<file path="config.mk">
export PLATFORM = sky130hd
export DESIGN_NAME = mem_stage
export DESIGN_NICKNAME = d
export VERILOG_FILES = /design/src/rtl/mem_stage.sv
export SDC_FILE = /design/constraint.sdc
export NUM_CORES = 1
export LEC_CHECK = 0
export ABC_AREA = 1
export CAP_MARGIN = 20
export CORE_UTILIZATION = 51
export DETAILED_ROUTE_END_ITERATION = 8
export GPL_ROUTABILITY_DRIVEN = 1
export PLACE_DENSITY = 0.87
export SLEW_MARGIN = 20
export SYNTH_ARGS = -nofsm -noshare
export SYNTH_HDL_FRONTEND = slang
export SYNTH_SLANG_ARGS = --single-unit
</file>
<file path="constraint.sdc">
create_clock -name clk -period 2.95 [get_ports clk]
set_input_delay 0.885 -clock clk [delete_from_list [all_inputs] [get_ports clk]]
set_output_delay 0.885 -clock clk [all_outputs]
set_load 0.02 [all_outputs]
</file>
<file path="src/rtl/mem_stage.sv">
// Memory stage: issues aligned loads/stores on a single-outstanding data bus,
// aligns load data / store lanes, and buffers one writeback entry.
module mem_stage #(
  parameter int XLEN           = 64,
  parameter bit DRAIN_ON_RESET = 1'b1
) (
  input  logic            clk,
  input  logic            reset,
  input  logic            in_valid,
  output logic            in_ready,
  input  logic [XLEN-1:0] in_result,
  input  logic [XLEN-1:0] in_wdata,
  input  logic [1:0]      in_memop,
  input  logic [1:0]      in_size,
  input  logic            in_unsigned,
  input  logic [4:0]      in_rd,
  input  logic            in_wen,
  output logic            dreq_valid,
  output logic [XLEN-1:0] dreq_addr,
  output logic [1:0]      dreq_size,
  output logic [7:0]      dreq_strobe,
  output logic [XLEN-1:0] dreq_data,
  input  logic            dresp_addr_ok,
  input  logic            dresp_data_ok,
  input  logic [XLEN-1:0] dresp_data,
  output logic            out_valid,
  input  logic            out_ready,
  output logic [XLEN-1:0] out_result,
  output logic [4:0]      out_rd,
  output logic            out_wen,
  output logic            out_misalign
);

  typedef enum logic [1:0] {IDLE = 2'd0, BUS = 2'd1, OUT = 2'd2} state_t;

  state_t state_reg, state_next;

  logic            is_load, is_store, is_mem, misalign, mem_fault, bus_issue;
  logic            accept, bus_done;
  logic            stale_reg;
  logic            load_reg, unsigned_reg, wen_reg;
  logic [4:0]      rd_reg;
  logic [7:0]      strobe_base;
  logic [XLEN-1:0] shifted, load_value;

  logic            dreq_valid_reg;
  logic [XLEN-1:0] dreq_addr_reg, dreq_data_reg;
  logic [1:0]      dreq_size_reg;
  logic [7:0]      dreq_strobe_reg;
  logic            out_valid_reg, out_wen_reg, out_misalign_reg;
  logic [XLEN-1:0] out_result_reg;
  logic [4:0]      out_rd_reg;

  assign is_load   = (in_memop == 2'b01);
  assign is_store  = (in_memop == 2'b10);
  assign is_mem    = is_load || is_store;
  assign mem_fault = is_mem && misalign;
  assign accept    = in_valid && in_ready;
  assign bus_issue = accept && is_mem && !misalign;

  always_comb begin
    misalign = 1'b0;
    case (in_size)
      2'd1:    misalign = in_result[0];
      2'd2:    misalign = |in_result[1:0];
      2'd3:    misalign = |in_result[2:0];
      default: misalign = 1'b0;
    endcase
  end

  always_comb begin
    strobe_base = 8'h01;
    case (in_size)
      2'd0:    strobe_base = 8'h01;
      2'd1:    strobe_base = 8'h03;
      2'd2:    strobe_base = 8'h0F;
      default: strobe_base = 8'hFF;
    endcase
  end

  // Load data: bring the addressed lane down to bit 0, then extend by size.
  assign shifted = dresp_data >> {dreq_addr_reg[2:0], 3'b000};

  always_comb begin
    load_value = shifted;
    case (dreq_size_reg)
      2'd0:    load_value = {{(XLEN-8){~unsigned_reg & shifted[7]}}, shifted[7:0]};
      2'd1:    load_value = {{(XLEN-16){~unsigned_reg & shifted[15]}}, shifted[15:0]};
      2'd2:    load_value = {{(XLEN-32){~unsigned_reg & shifted[31]}}, shifted[31:0]};
      default: load_value = shifted;
    endcase
  end

  always_ff @(posedge clk or negedge reset) begin
    if (!reset) state_reg <= IDLE;
    else        state_reg <= state_next;
  end

  always_comb begin
    state_next = state_reg;
    case (state_reg)
      IDLE:    if (bus_issue) state_next = BUS;
      BUS:     if (bus_done)  state_next = OUT;
      OUT:     if (out_ready) state_next = IDLE;
      default: state_next = IDLE;
    endcase
  end

  always_comb begin
    in_ready = 1'b0;
    bus_done = 1'b0;
    case (state_reg)
      IDLE:    in_ready = reset && (!out_valid_reg || out_ready);
      BUS:     bus_done = dresp_data_ok && !stale_reg;
      default: ;
    endcase
  end

  // stale_reg masks any response the bus still owes from before reset,
  // until the bus has been seen quiet for a cycle.
  always_ff @(posedge clk or negedge reset) begin
    if (!reset) begin
      stale_reg        <= DRAIN_ON_RESET;
      load_reg         <= 1'b0;
      unsigned_reg     <= 1'b0;
      wen_reg          <= 1'b0;
      rd_reg           <= '0;
      dreq_valid_reg   <= 1'b0;
      dreq_addr_reg    <= '0;
      dreq_size_reg    <= '0;
      dreq_strobe_reg  <= '0;
      dreq_data_reg    <= '0;
      out_valid_reg    <= 1'b0;
      out_result_reg   <= '0;
      out_rd_reg       <= '0;
      out_wen_reg      <= 1'b0;
      out_misalign_reg <= 1'b0;
    end else begin
      if (stale_reg && !dresp_addr_ok && !dresp_data_ok)
        stale_reg <= 1'b0;

      if (bus_issue) begin
        dreq_valid_reg  <= 1'b1;
        dreq_addr_reg   <= in_result;
        dreq_size_reg   <= in_size;
        dreq_strobe_reg <= is_store ? (strobe_base << in_result[2:0]) : 8'h00;
        dreq_data_reg   <= is_store ? (in_wdata << {in_result[2:0], 3'b000}) : '0;
        load_reg        <= is_load;
        unsigned_reg    <= in_unsigned;
        wen_reg         <= in_wen;
        rd_reg          <= in_rd;
      end else if (bus_done) begin
        dreq_valid_reg <= 1'b0;
      end

      if (accept && !bus_issue) begin
        out_valid_reg    <= 1'b1;
        out_result_reg   <= in_result;
        out_rd_reg       <= in_rd;
        out_wen_reg      <= in_wen && !is_mem;
        out_misalign_reg <= mem_fault;
      end else if (bus_done) begin
        out_valid_reg    <= 1'b1;
        out_result_reg   <= load_reg ? load_value : dreq_addr_reg;
        out_rd_reg       <= rd_reg;
        out_wen_reg      <= load_reg && wen_reg;
        out_misalign_reg <= 1'b0;
      end else if (out_ready) begin
        out_valid_reg <= 1'b0;
      end
    end
  end

  assign dreq_valid   = dreq_valid_reg;
  assign dreq_addr    = dreq_addr_reg;
  assign dreq_size    = dreq_size_reg;
  assign dreq_strobe  = dreq_strobe_reg;
  assign dreq_data    = dreq_data_reg;
  assign out_valid    = out_valid_reg;
  assign out_result   = out_result_reg;
  assign out_rd       = out_rd_reg;
  assign out_wen      = out_wen_reg;
  assign out_misalign = out_misalign_reg;

endmodule
</file>
==> results.json <==
{
  "status": "complete, no violations",
  "hpwl_um": 41790,
  "wl_per_cell_um": 21.30,
  "dieArea_um2": 26950,
  "ff2ff_path_depth": 11,
  "grt_pass1_vias": 15180,
  "crit_type": "in2out",
  "cp.required_ns": 2.07,
  "core_um2": 25470,
  "cp-start-kind": "primary input",
  "antenna_left": 0,
  "worst_r2r_startpoint": "dreq_addr[0]",
  "synth-seq-area-share_pct": 41.43,
  "clk_pin_slew_ns": 0.06,
  "leakagePower_nw": 8.950,
  "cts_buffers": 24,
  "clock_sinks": 222,
  "firstDrtPassIters": 7,
  "mostFrequentLayoutCell": "nand2_1",
  "hold_violations": 0,
  "final-seq-area_um2": 5559,
  "yosysWarnings": 0,
  "vias": 15670,
  "min_period_over_period_pct": 94.44,
  "cts_root_buf": "clkbuf_16",
  "htree_levels": 1,
  "fmax_ghz": 0.3589,
  "hold_path_class": "in2async",
  "period_needed_ns": 2.786,
  "setup_ws_ns": 0.1640,
  "grt_pass1_wl_um": 85540,
  "top_level_ports": 421,
  "post_dp_cell_area_um2": 17960,
  "syn_nets": 2152,
  "crit_path_max_fanout": 2,
  "die_h_um": 164.2,
  "arrival_ns": 1.90,
  "port_buffers": 420,
  "antenna_found_initial": 1,
  "rows": 58,
  "ys_ff_latch": 222,
  "netlist_area_um2": 13410,
  "timing.rr.end": "out_result[40]",
  "critPathCaptureType": "primary output",
  "grt_start_max_net_pins": 118,
  "die_w_um": 164.2,
  "gp_congestion": 0.9879,
  "n_fill_cell": 1940,
  "synth_cells": 1941,
  "clk_path_buf_depth": 3,
  "power_density_nw_per_um2": 846.4,
  "ff2ff_setup_slack_ns": 0.47,
  "peakVddDrop_uv": 612.6,
  "track_usage_pct": 41.90,
  "layout-drive-gt1-share_pct": 6.538,
  "setup_viol_count_final": 0,
  "place_ws_ns": -0.1198,
  "drt_wl_total_um": 56600,
  "synth_cell_types": 43,
  "drt_iter0_markers": 2154,
  "grt_overflow_total": 0,
  "slew_violations": 0,
  "multi_input_area_um2": 6769,
  "rsz0062_at_grt": "no",
  "initial_core_util_pct": 52.65,
  "syn_to_final_growth_pct": 39.72,
  "synth_area_per_cell_um2": 6.909,
  "clk_latency_ns": 0.54,
  "clock_skew_ns": 0.01548,
  "slew_headroom_pct": 54.83,
  "layout_common_cells": "777 x nand2_1, 416 x clkdlybuf4s50_1, 219 x dfrtp_1",
  "cts_tree": "yes",
  "design_area_um2": 18740,
  "cap_viol_max_count": 0,
  "drc": 0,
  "tightestPinTransition_ns": 0.6751,
  "nets": 2522,
  "avgViaCountPerCell": 5.896
}
per-layer routing:
layer  wire length (µm)  GRT usage [%]  share of wire (%)  vias to the layer above
li1                   -              -                  -                     7042
met1              19880          49.02                 35                     7288
met2              27170          71.58                 48                     1097
met3               5728          7.652                 10                      239
met4               3819          24.79                6.7                        0
met5                  0              0                  0                        -
metrics by stage:
step	hold slack, ns	utilization (%)	total power [mW]	TNS (ns)	instances
after floorplan	0.4409	-	8.907	0	1941
after global placement	0.4472	70.49	12.47	-0.1085	2615
after detailed placement	0.4516	70.49	12.62	-0.1198	2615
after CTS	0.4599	73.54	15.72	0	2655
after global routing	0.4734	73.55	16.62	0	2656
final	0.4291	73.56	15.86	0	2657
kinds of logic (layout without fill, tap and decap cells):
family / Yosys count / count (layout) / synth area share, %
buffers and inverters: 245 / 629 / 8.164
and+or+nand+nor: 1119 / 1119 / 34.20
DFF: 222 / 222 / 41.43
muxes: 8 / 8 / 0.5972
adders and majority gates: 2 / 2 / 0.1866
other: 0 / 2 / 0
AOI/OAI and AO/OA: 345 / 345 / 15.41
synth_stat cells, drive strengths merged:
| library cell | count | area share [%] |
|---|---|---|
| nor3 | 5 | 0.19 |
| a22oi | 1 | 0.056 |
| clkbuf | 52 | 1.5 |
| a21oi | 32 | 1.2 |
| dfstp | 1 | 0.20 |
| o211ai | 33 | 1.8 |
| buf | 85 | 3.7 |
| o2111ai | 1 | 0.065 |
| and2 | 3 | 0.14 |
| mux2i | 8 | 0.60 |
| clkinv | 1 | 0.028 |
| nor2 | 133 | 4.0 |
| o21a | 2 | 0.11 |
| ha | 2 | 0.19 |
| nand4 | 10 | 0.47 |
| or2 | 12 | 0.56 |
| nand2 | 784 | 22 |
| inv | 107 | 3.0 |
| o311ai | 2 | 0.13 |
| o21ai | 210 | 8.1 |
| o221ai | 1 | 0.065 |
| nand3 | 172 | 6.7 |
| dfrtp | 221 | 41 |
| a22o | 29 | 1.9 |
| o31ai | 24 | 1.5 |
| o21bai | 1 | 0.056 |
| o22ai | 9 | 0.42 |
critical path, cell delays in order:
cell,delay (ns)
clkdlybuf4s50_1,0.47
nor2_1,0.05
nor2_1,0.14
dlygate4sd2_1,0.36
worst max path at each step:
stage          startpoint            end  cells after the start
3_5_place_dp    out_ready       in_ready                      4
4_1_cts         out_ready       in_ready                      4
5_1_grt         out_ready       in_ready                      4
3_3_place_gp    out_ready       in_ready                      4
2_1_floorplan       reset  dreq_data[31]                     10
6_report        out_ready       in_ready                      4
cell type report:
class	instances	area share, %
multi-input cells	1474	36.13
flip-flops and latches	222	29.67
repair buffers	481	25.65
clock buffers	33	3.599
well taps	330	2.204
inverters	108	2.177
clock inverters	7	0.5476
diodes	2	0.02671
where the power goes:
| part | switching (mW) | internal [mW] | total [mW] |
|---|---|---|---|
| Combinational | 4.90 | 3.13 | 8.03 |
| Sequential | 0.810 | 3.95 | 4.76 |
| Clock | 1.30 | 1.77 | 3.07 |
timing repair:
item / 4_1_cts / 5_1_grt
gates resized for setup: 1 / 0
setup buffers: 0 / 0
hold buffers: 0 / 0
setup endpoints to repair: 1 / 0
endpoints found under the hold margin: 0 / 0
Note: power is estimated with default switching activity, not from simulation.
==> patch: new RTL, same settings <==
The parameter `XLEN` goes from 64 to 72.
--- a/src/rtl/mem_stage.sv
+++ b/src/rtl/mem_stage.sv
@@ -2,5 +2,5 @@
 // aligns load data / store lanes, and buffers one writeback entry.
 module mem_stage #(
-  parameter int XLEN           = 64,
+  parameter int XLEN           = 72,
   parameter bit DRAIN_ON_RESET = 1'b1
 ) (
Interface: changed (6 resized); port bits go from 421 to 469. No check against the original RTL was run, so the function may have changed too.
==> patch against the original RTL <==
  * Wire length increased by 19%
  * Design area rose by 16%
  * Sequential cell count up 24
  * Synthesized area is 17% higher
  * Power increased by 17%
  * Clock power grew 27%
  * Setup slack got worse by 0.10 ns
  * Clock skew down 0.0036 ns
  * Largest power group unchanged
==> patch: results (changes against the original RTL) <==
* Hold WC Path Type: flop to flop (was input pin to asynchronous set/reset pin)
* Max Clk Rate at 0.346 GHz (was 0.359 GHz)
* Library cells used by synthesis at 39 (was 43)
* Wire length of the first global-routing pass at 102,000 um (was 85,500 um)
* Placed insts at 3,159 (was 2,615)
* FF/Latch Area at 6160 sq um (was 5560 sq um)
* Status: finished, final reports clean (unchanged)
* Vias in the first global route at 18,200 (was 15,200)
* Fillers at 2,380 (was 1,940)
* FF-to-FF setup slack at 0.65 ns (was 0.47 ns)
* DR top layer: met5 (was met4)
* Final net count at 3,033 (was 2,522)
* Met2 wire len at 32,000 um (was 27,200 um)
* P_leak at 10.8 nW (was 8.95 nW)
* Worst Setup EP: dreq_addr[0] (was in_ready)
* Switching Fraction at 0.444 (was 0.442)
* Non-CTS buffers at 535 (was 481)
* Most common library cells after synthesis: 1,043 x nand2_1, 306 x nand3_1, 245 x dfrtp_1 (was 778 x nand2_1, 221 x dfrtp_1, 194 x o21ai_0)
* Vias at 18,700 (was 15,700)
* Area grow syn2layout at 38.9% (was 39.7%)
* M2 GR Usage at 0.712 (was 0.716)
* Met3 Use GR at 0.0898 (was 0.0765)
* Buffering overhead at 0.249 (was 0.256)
* Syn Nets at 2,647 (was 2,152)
* Clk Latency, worst-skew pair at 0.58 ns (was 0.54 ns)
* VDD IR-drop max at 0.574 mV (was 0.613 mV)
* Initial antenna violation count at 5 (was 1)
* IO buf count at 468 (was 420)
* Gate power share at 0.502 (was 0.506)
* Number of multi-input logic gates at 1,856 (was 1,474)
* Kind of critical path: flop to primary output (was input pin to primary output)
* WHS at 0.463 ns (was 0.429 ns)
* Global placement routability congestion at 0.992 (was 0.988)
-- patch: cell count changes in the layout (fill, tap and decap cells not counted), moves of 10 or more --
cell | unedited run | this run
inv_1 | 96 | 122
o21ai_2 | 10 | 0
nor2_1 | 130 | 160
nand3_1 | 167 | 306
nand2_1 | 777 | 1042
dfrtp_1 | 219 | 243
o211ai_1 | 33 | 22
a22o_1 | 29 | 5
clkdlybuf4s50_1 | 416 | 464
nand4_1 | 10 | 43
o21ai_0 | 194 | 166
o31ai_1 | 21 | 11
-- patch: critical path: cells and delay by family, from the launching register on --
family                 cells  cell delay [ns]
buffers and inverters      2             0.91
flip-flops                 1             0.51
-- patch: kinds of logic after synthesis --
logic type / Yosys count / synth area share
mux: 9 / 0.00575
compound gates: 264 / 0.0973
buf+inv: 310 / 0.0864
flops: 246 / 0.393
fa+ha+maj: 2 / 0.00160
simple gates: 1581 / 0.416
